[config.mk]
export PLATFORM = sky130hd
export DESIGN_NAME = eth_arp_tx
export DESIGN_NICKNAME = d
export VERILOG_FILES = /design/src/rtl/eth_defs.sv /design/src/rtl/eth_arp_word_gen.sv /design/src/rtl/eth_arp_tx.sv
export SDC_FILE = /design/constraint.sdc
export NUM_CORES = 1
export LEC_CHECK = 0
export CORE_ASPECT_RATIO = 0.5
export CORE_MARGIN = 4
export CORE_UTILIZATION = 55
export CTS_CLUSTER_SIZE = 20
export DETAILED_ROUTE_END_ITERATION = 6
export MAX_ROUTING_LAYER = met4
export PLACE_DENSITY = 0.83
export SLEW_MARGIN = 30
export SYNTH_ARGS = -nofsm -noshare
export SYNTH_HDL_FRONTEND = slang
export SYNTH_SLANG_ARGS = --single-unit
export TNS_END_PERCENT = 50
[constraint.sdc]
create_clock -name clk -period 6.3 [get_ports clk]
set_input_delay 1.89 -clock clk [delete_from_list [all_inputs] [get_ports clk]]
set_output_delay 1.89 -clock clk [all_outputs]
set_load 0.01 [all_outputs]
[src/rtl/eth_defs.sv]
// Shared Ethernet/ARP constants and packet-type codes for the TX path.
// The arbiter and the per-type senders all import this package.
package eth_defs;

    localparam logic [15:0] ETHERTYPE_ARP  = 16'h0806;
    localparam logic [15:0] ETHERTYPE_IPV4 = 16'h0800;
    localparam logic [15:0] ARP_HTYPE_ETH  = 16'h0001;
    localparam logic [15:0] ARP_OPER_REQ   = 16'h0001;
    localparam logic [15:0] ARP_OPER_REPLY = 16'h0002;
    localparam logic [7:0]  ARP_HLEN_ETH   = 8'd6;
    localparam logic [7:0]  ARP_PLEN_IPV4  = 8'd4;

    localparam int ETH_MIN_WORDS = 15;

    typedef enum logic [1:0] {
        PT_NONE = 2'd0,
        PT_ARP  = 2'd1,
        PT_ICMP = 2'd2,
        PT_UDP  = 2'd3
    } pt_e;

    typedef enum logic [1:0] {
        ARP_IDLE = 2'd0,
        ARP_SEND = 2'd1,
        ARP_GAP  = 2'd2
    } arp_tx_state_e;

endpackage

[src/rtl/eth_arp_word_gen.sv]
// Maps a word index and the latched addresses to one 32-bit ARP frame word.
// The opcode is an input so a gratuitous-ARP sender can share this mapping.
module eth_arp_word_gen
    import eth_defs::*;
#(
    parameter int IDX_W = 4
) (
    input  logic [IDX_W-1:0] idx,
    input  logic [15:0]      oper,
    input  logic [47:0]      self_mac,
    input  logic [31:0]      self_ip,
    input  logic [47:0]      req_mac,
    input  logic [31:0]      req_ip,
    output logic [31:0]      word
);

    logic [31:0] idx_s;

    // Big-endian word map: Ethernet header, ARP body, then zero padding.
    always_comb begin
        idx_s = 32'(idx);
        word  = 32'h0000_0000;
        case (idx_s)
            32'd0:   word = req_mac[47:16];
            32'd1:   word = {req_mac[15:0], self_mac[47:32]};
            32'd2:   word = self_mac[31:0];
            32'd3:   word = {ETHERTYPE_ARP, ARP_HTYPE_ETH};
            32'd4:   word = {ETHERTYPE_IPV4, ARP_HLEN_ETH, ARP_PLEN_IPV4};
            32'd5:   word = {oper, self_mac[47:32]};
            32'd6:   word = self_mac[31:0];
            32'd7:   word = self_ip;
            32'd8:   word = req_mac[47:16];
            32'd9:   word = {req_mac[15:0], req_ip[31:16]};
            32'd10:  word = {req_ip[15:0], 16'h0000};
            default: word = 32'h0000_0000;
        endcase
    end

endmodule

[src/rtl/eth_arp_tx.sv]
// ARP reply transmitter: builds one fixed-length frame per start pulse and
// streams it with valid/ready handshaking, then holds off for an inter-frame gap.
module eth_arp_tx
    import eth_defs::*;
#(
    parameter int FRAME_WORDS = ETH_MIN_WORDS,
    parameter int IFG_CYCLES  = 3
) (
    input  logic        clk,
    input  logic        rst_n,
    input  logic        i_start,
    input  logic [47:0] i_self_mac,
    input  logic [31:0] i_self_ip,
    input  logic [47:0] i_req_mac,
    input  logic [31:0] i_req_ip,
    output logic        o_ready,
    output logic [31:0] o_data,
    output logic        o_sop,
    output logic        o_eop,
    output logic        o_vld,
    output logic [1:0]  o_empty,
    input  logic        i_rdy
);

    localparam int CNT_W = (FRAME_WORDS > 1) ? $clog2(FRAME_WORDS) : 1;
    localparam int GAP_W = (IFG_CYCLES > 1) ? $clog2(IFG_CYCLES) : 1;
    localparam logic [CNT_W-1:0] LAST_IDX = CNT_W'(FRAME_WORDS - 1);
    localparam logic [CNT_W-1:0] CNT_ONE  = CNT_W'(1);
    localparam logic [GAP_W-1:0] GAP_LAST = GAP_W'((IFG_CYCLES > 0) ? IFG_CYCLES - 1 : 0);
    localparam logic [GAP_W-1:0] GAP_ONE  = GAP_W'(1);

    arp_tx_state_e    state_r;
    logic [CNT_W-1:0] cnt_r;
    logic [GAP_W-1:0] gap_r;
    logic [47:0]      self_mac_r;
    logic [31:0]      self_ip_r;
    logic [47:0]      req_mac_r;
    logic [31:0]      req_ip_r;

    logic [CNT_W-1:0] gen_idx_s;
    logic [47:0]      gen_self_mac_s;
    logic [31:0]      gen_self_ip_s;
    logic [47:0]      gen_req_mac_s;
    logic [31:0]      gen_req_ip_s;
    logic [31:0]      gen_word_s;

    assign o_empty = 2'b00;

    // The generator looks one word ahead; in IDLE it reads the live inputs so W0 is ready on the start edge.
    always_comb begin
        if (state_r == ARP_IDLE) begin
            gen_idx_s      = '0;
            gen_self_mac_s = i_self_mac;
            gen_self_ip_s  = i_self_ip;
            gen_req_mac_s  = i_req_mac;
            gen_req_ip_s   = i_req_ip;
        end else begin
            gen_idx_s      = cnt_r + CNT_ONE;
            gen_self_mac_s = self_mac_r;
            gen_self_ip_s  = self_ip_r;
            gen_req_mac_s  = req_mac_r;
            gen_req_ip_s   = req_ip_r;
        end
    end

    eth_arp_word_gen #(
        .IDX_W (CNT_W)
    ) u_word_gen (
        .idx      (gen_idx_s),
        .oper     (ARP_OPER_REPLY),
        .self_mac (gen_self_mac_s),
        .self_ip  (gen_self_ip_s),
        .req_mac  (gen_req_mac_s),
        .req_ip   (gen_req_ip_s),
        .word     (gen_word_s)
    );

    // Frame FSM with registered stream outputs; cnt_r is the index of the word on o_data.
    always_ff @(posedge clk or negedge rst_n) begin
        if (!rst_n) begin
            state_r    <= ARP_IDLE;
            cnt_r      <= '0;
            gap_r      <= '0;
            self_mac_r <= 48'h0;
            self_ip_r  <= 32'h0;
            req_mac_r  <= 48'h0;
            req_ip_r   <= 32'h0;
            o_ready    <= 1'b1;
            o_vld      <= 1'b0;
            o_sop      <= 1'b0;
            o_eop      <= 1'b0;
            o_data     <= 32'h0;
        end else begin
            case (state_r)
                ARP_IDLE: begin
                    if (i_start) begin
                        self_mac_r <= i_self_mac;
                        self_ip_r  <= i_self_ip;
                        req_mac_r  <= i_req_mac;
                        req_ip_r   <= i_req_ip;
                        cnt_r      <= '0;
                        state_r    <= ARP_SEND;
                        o_ready    <= 1'b0;
                        o_vld      <= 1'b1;
                        o_sop      <= 1'b1;
                        o_eop      <= (LAST_IDX == '0);
                        o_data     <= gen_word_s;
                    end
                end
                ARP_SEND: begin
                    if (i_rdy) begin
                        if (cnt_r == LAST_IDX) begin
                            cnt_r  <= '0;
                            o_vld  <= 1'b0;
                            o_sop  <= 1'b0;
                            o_eop  <= 1'b0;
                            o_data <= 32'h0;
                            if (IFG_CYCLES > 0) begin
                                gap_r   <= '0;
                                state_r <= ARP_GAP;
                            end else begin
                                state_r <= ARP_IDLE;
                                o_ready <= 1'b1;
                            end
                        end else begin
                            cnt_r  <= cnt_r + CNT_ONE;
                            o_data <= gen_word_s;
                            o_sop  <= 1'b0;
                            o_eop  <= ((cnt_r + CNT_ONE) == LAST_IDX);
                        end
                    end
                end
                ARP_GAP: begin
                    if (gap_r == GAP_LAST) begin
                        gap_r   <= '0;
                        state_r <= ARP_IDLE;
                        o_ready <= 1'b1;
                    end else begin
                        gap_r <= gap_r + GAP_ONE;
                    end
                end
                default: begin
                    state_r <= ARP_IDLE;
                    cnt_r   <= '0;
                    gap_r   <= '0;
                    o_ready <= 1'b1;
                    o_vld   <= 1'b0;
                    o_sop   <= 1'b0;
                    o_eop   <= 1'b0;
                    o_data  <= 32'h0;
                end
            endcase
        end
    end

endmodule
==> run summary <==
The tightest hold path in the finished design has a slack of 0.470 ns. The measured slew at the worst slew-check pin works out to 0.930 ns. Timing would allow up to 273 MHz. The proportion of netlist area held by the largest area contributor was 53.3%; the largest vdd supply drop was 0.253 mV. The flow ran to the end, but the final reports show violations. The horizontal die dimension works out to 194 um. The fraction of synthesis flops using an asynchronous set or reset pin was 100%. Global routing used 29.2% of the available tracks across all layers. Sorting the synthesized cells by area gives the leading types as dfrtp_1, nand2_1, mux2i_1. The setup slack of the worst register-to-register path came out at 3.10 ns.

The min-delay analysis places its worst path in the category reg -> reg. In the final layout, the share of cells above drive strength 1 is 4.68%. The worst flop-to-flop path startpoint is cnt_r[0]. The number of hold-slack violations in the final timing report came out at 0. The largest individual stage delay along the critical path comes from the cell clkdlybuf4s50_1. TritonCTS built the clock tree. Global routing finished with a remaining overflow of 0. The combinational group share of total power is 41.7%.

After detailed routing, the number of remaining DRC violations is 2. The initial utilization of the core area, before any placement, comes to 57.1%. Setup repair after global routing left no endpoint under its margin. For this design the ratio of total power to cell area is 478 mW/mm2.

For the clock network power share, the log shows 20.3%. The wire length of the first global-routing pass came out at 45.2 mm. The number of buffers on the longest clock path came out at 3. The cell depth of the worst min-delay path was 2. The critical path class was in -> reg. The final reports fail on design-rule violations.

The detailed router placed 8612 vias in this run. For this run, the register share of the synthesized area comes to 53.6%. The post-CTS clock slew at the launch and capture registers of the worst setup and hold paths works out to 0.06 ns.

The placement row count was 33; the ratio of final minimum period to clock period was 58.1%. The number of warning messages in the yosys log was 0. 202 I/O pins were placed. TritonCTS created 19 clock buffers. The share of total power dissipated in sequential elements is 38.0%.

In the synthesized netlist the dominant register cell turns out to be dfrtp_1. The die covers 0.0196 mm2. In this run the worst path has a maximum fanout of 51.

The register bit total from synthesis came out at 204. For the final routed database, the setup TNS stands at 0 ns. The worst setup path is captured at a flip-flop.

Counting every instance in the synthesized netlist gives 1109. For the worst-skew pair, the clock arrives at the later sink with an insertion delay of 0.48 ns. The count of TritonRoute iterations in the first routing pass is 7, and the DRC marker count from the first detailed-route iteration is 736.

Once the clock tree was built, the resizer swapped 0 gates to a different size. The level count of the clock H-tree was 1; the count of flip-flops with a built-in enable after synthesis was 0. The via count normalized by instance count came out at 5.70. The tools report the clock tree skew after final layout as 0.00759 ns. The worst setup path is launched from an input port. The via count of the first global-routing pass is 8848, and the net load switching power is 2.37 mW. The total detailed-routing wirelength came out at 28.0 mm.

The number of buffer and inverter instances along the worst setup path works out to 1. Data on the critical path is required at its endpoint by 6.68 ns. The cell area that synthesis handed to floorplanning was 0.00952 mm2. The number of hold buffers added after CTS is 0, and the delay of the slowest cell on the worst path is 0.56 ns. The path with the worst hold slack has its endpoint at req_ip_r[20]. Headroom to the max-slew limit came out at 38.0%. The pin count of the biggest net entering global routing was 121; the shortest clock period the worst path allows after layout was 3.66 ns. The distinct cell type count after synthesis is 46, and the number of cells on the worst reg-to-reg path is 8.

The signal on the critical path passes through clkdlybuf4s50_1 > a21oi_1 > a21o_4 > a222oi_1 > a32oi_1. In this run switching power makes up 40.3% of total power. In this run the static leakage power is 5.84 nW.

The tools report the max-slew violation count as 0. The count of input and output buffers is 199, and the area of the core region is 0.0167 mm2. The tools report the final weighted congestion of routability-driven global placement as 0.865. Detailed placement finished with a half-perimeter wire length of 18.4 mm. The remaining antenna violation count is 0. A synthesized cell averages 8.59 um2. For the data arrival time at the worst-slack endpoint, the log shows 4.04 ns. The number of endpoints failing setup at the final stage was 0; the die extent in y was 101 um.

The tools report the reported max-cap violation count as 0. The tree is rooted in a clkbuf_16. The tools report the startpoint of the tightest hold check path as req_ip_r[20].

In the final routed layout, each cell accounts on average for 18.6 um. The area growth from synthesis to layout is 29.0%. Worst reg2reg path endpoint: o_data[21]. The final layout contains 1438 nets. Internal power comes to 3.51 mW. For the initial antenna violation count, the log shows 1. After clock tree synthesis, the setup repair step added 0 buffers.

Of all cell types, the one taking the most synthesized area is dfrtp_1. The cell family contributing the most delay on the critical path is compound AO/OA/AOI/OAI gates. The clock drives 204 sinks.
-- worst register-to-register path, cell delays in order, from the launching register on --
cell,delay [ns]
dfrtp_1,0.35
buf_4,0.37
ha_1,0.38
xor2_1,0.51
and3_1,0.76
buf_4,0.36
a22o_1,0.17
a211oi_1,0.05
o21ai_0,0.17
-- logic make-up (layout without fill, tap and decap cells) --
logic type | after synthesis | count (layout) | share of synthesized area, %
simple gates | 615 | 615 | 25.6
buf+inv | 93 | 265 | 4.77
flops | 204 | 204 | 53.6
other cells | 1 | 3 | 0.0394
fa+ha+maj | 3 | 3 | 0.394
compound gates | 160 | 160 | 12.0
mux | 29 | 29 | 3.06
xor+xnor | 4 | 4 | 0.447
-- area by class of cell --
type | instances | area (um2)
Sequential cell | 204 | 5110
Fill cell | 1241 | 4390
Multi-Input combinational cell | 813 | 4050
Timing Repair Buffer | 214 | 2140
Clock buffer | 25 | 548
Tap cell | 227 | 284
Clock inverter | 7 | 87.6
Inverter | 19 | 71.3
Antenna cell | 1 | 2.50
-- synth_stat cells, drive strengths merged (9+ instances only) --
cell type	number
a211oi	13
a21o	17
a21oi	9
a222oi	13
a22o	18
a31oi	16
a32oi	21
and3	15
buf	51
clkbuf	23
dfrtp	203
inv	19
mux2i	28
nand2	536
nor2	23
nor2b	9
o21ai	42
-- placed cells by master, fill, tap and decap left out, drive strengths merged, types with 13 or more instances in the layout --
master | synthesis | routed
mux2i | 28 | 28
inv | 19 | 19
a211oi | 13 | 13
a31oi | 16 | 16
nand2 | 536 | 536
a32oi | 21 | 21
a21o | 17 | 17
nor2 | 23 | 23
a22o | 18 | 18
clkbuf | 23 | 25
dfrtp | 203 | 203
buf | 51 | 16
a222oi | 13 | 13
o21ai | 42 | 42
and3 | 15 | 15
clkdlybuf4s50 | 0 | 198
-- worst max path at each step --
stage | from | to | slack [ns] | cells past startpoint
detailed placement | i_start | o_data[13] | 1.90 | 5
CTS | i_start | o_data[13] | 2.35 | 5
finish | i_start | o_data[13] | 2.64 | 5
floorplan | i_start | o_data[10] | 3.32 | 6
global route | i_start | o_data[13] | 2.52 | 5
global placement | i_start | o_data[13] | 2.10 | 5
-- per-layer routing --
layer	routed length [um]	global-route usage, %	up-vias
li1	-	-	3979
met1	11300	36.2	4210
met2	13700	49.4	365
met3	2300	6.34	58
met4	676	8.59	0
met5	0	-	-
-- flip-flops by register name (all words and copies together) (netlist names) --
name,cells
req_mac_r,48
self_mac_r,48
o_data,32
req_ip_r,32
self_ip_r,32
cnt_r,4
gap_r,2
state_r,2
o_eop,1
o_ready,1
o_sop,1
o_vld,1
-- power groups by stage --
stage                     registers [mW]  logic (mW)  clock network, mW
after global placement              2.20        2.28                  0
after global routing                2.29        2.72               1.26
after floorplan                     2.14        1.64                  0
after detailed placement            2.23        2.40                  0
after CTS                           2.22        2.42               1.20
final                               2.23        2.45               1.19
-- through the flow --
stage	instance area [um2]	utilization, %	total power [mW]	worst slack (ns)	instances
after floorplan	9530	-	3.78	3.32	1110
after global placement	11600	69.3	4.48	2.10	1475
after detailed placement	11600	69.5	4.63	1.90	1475
after CTS	12200	73.3	5.84	2.35	1507
after global routing	12300	73.7	6.26	2.52	1510
final	12300	73.7	5.88	2.64	1510
Note: power is estimated with default switching activity, not from simulation.
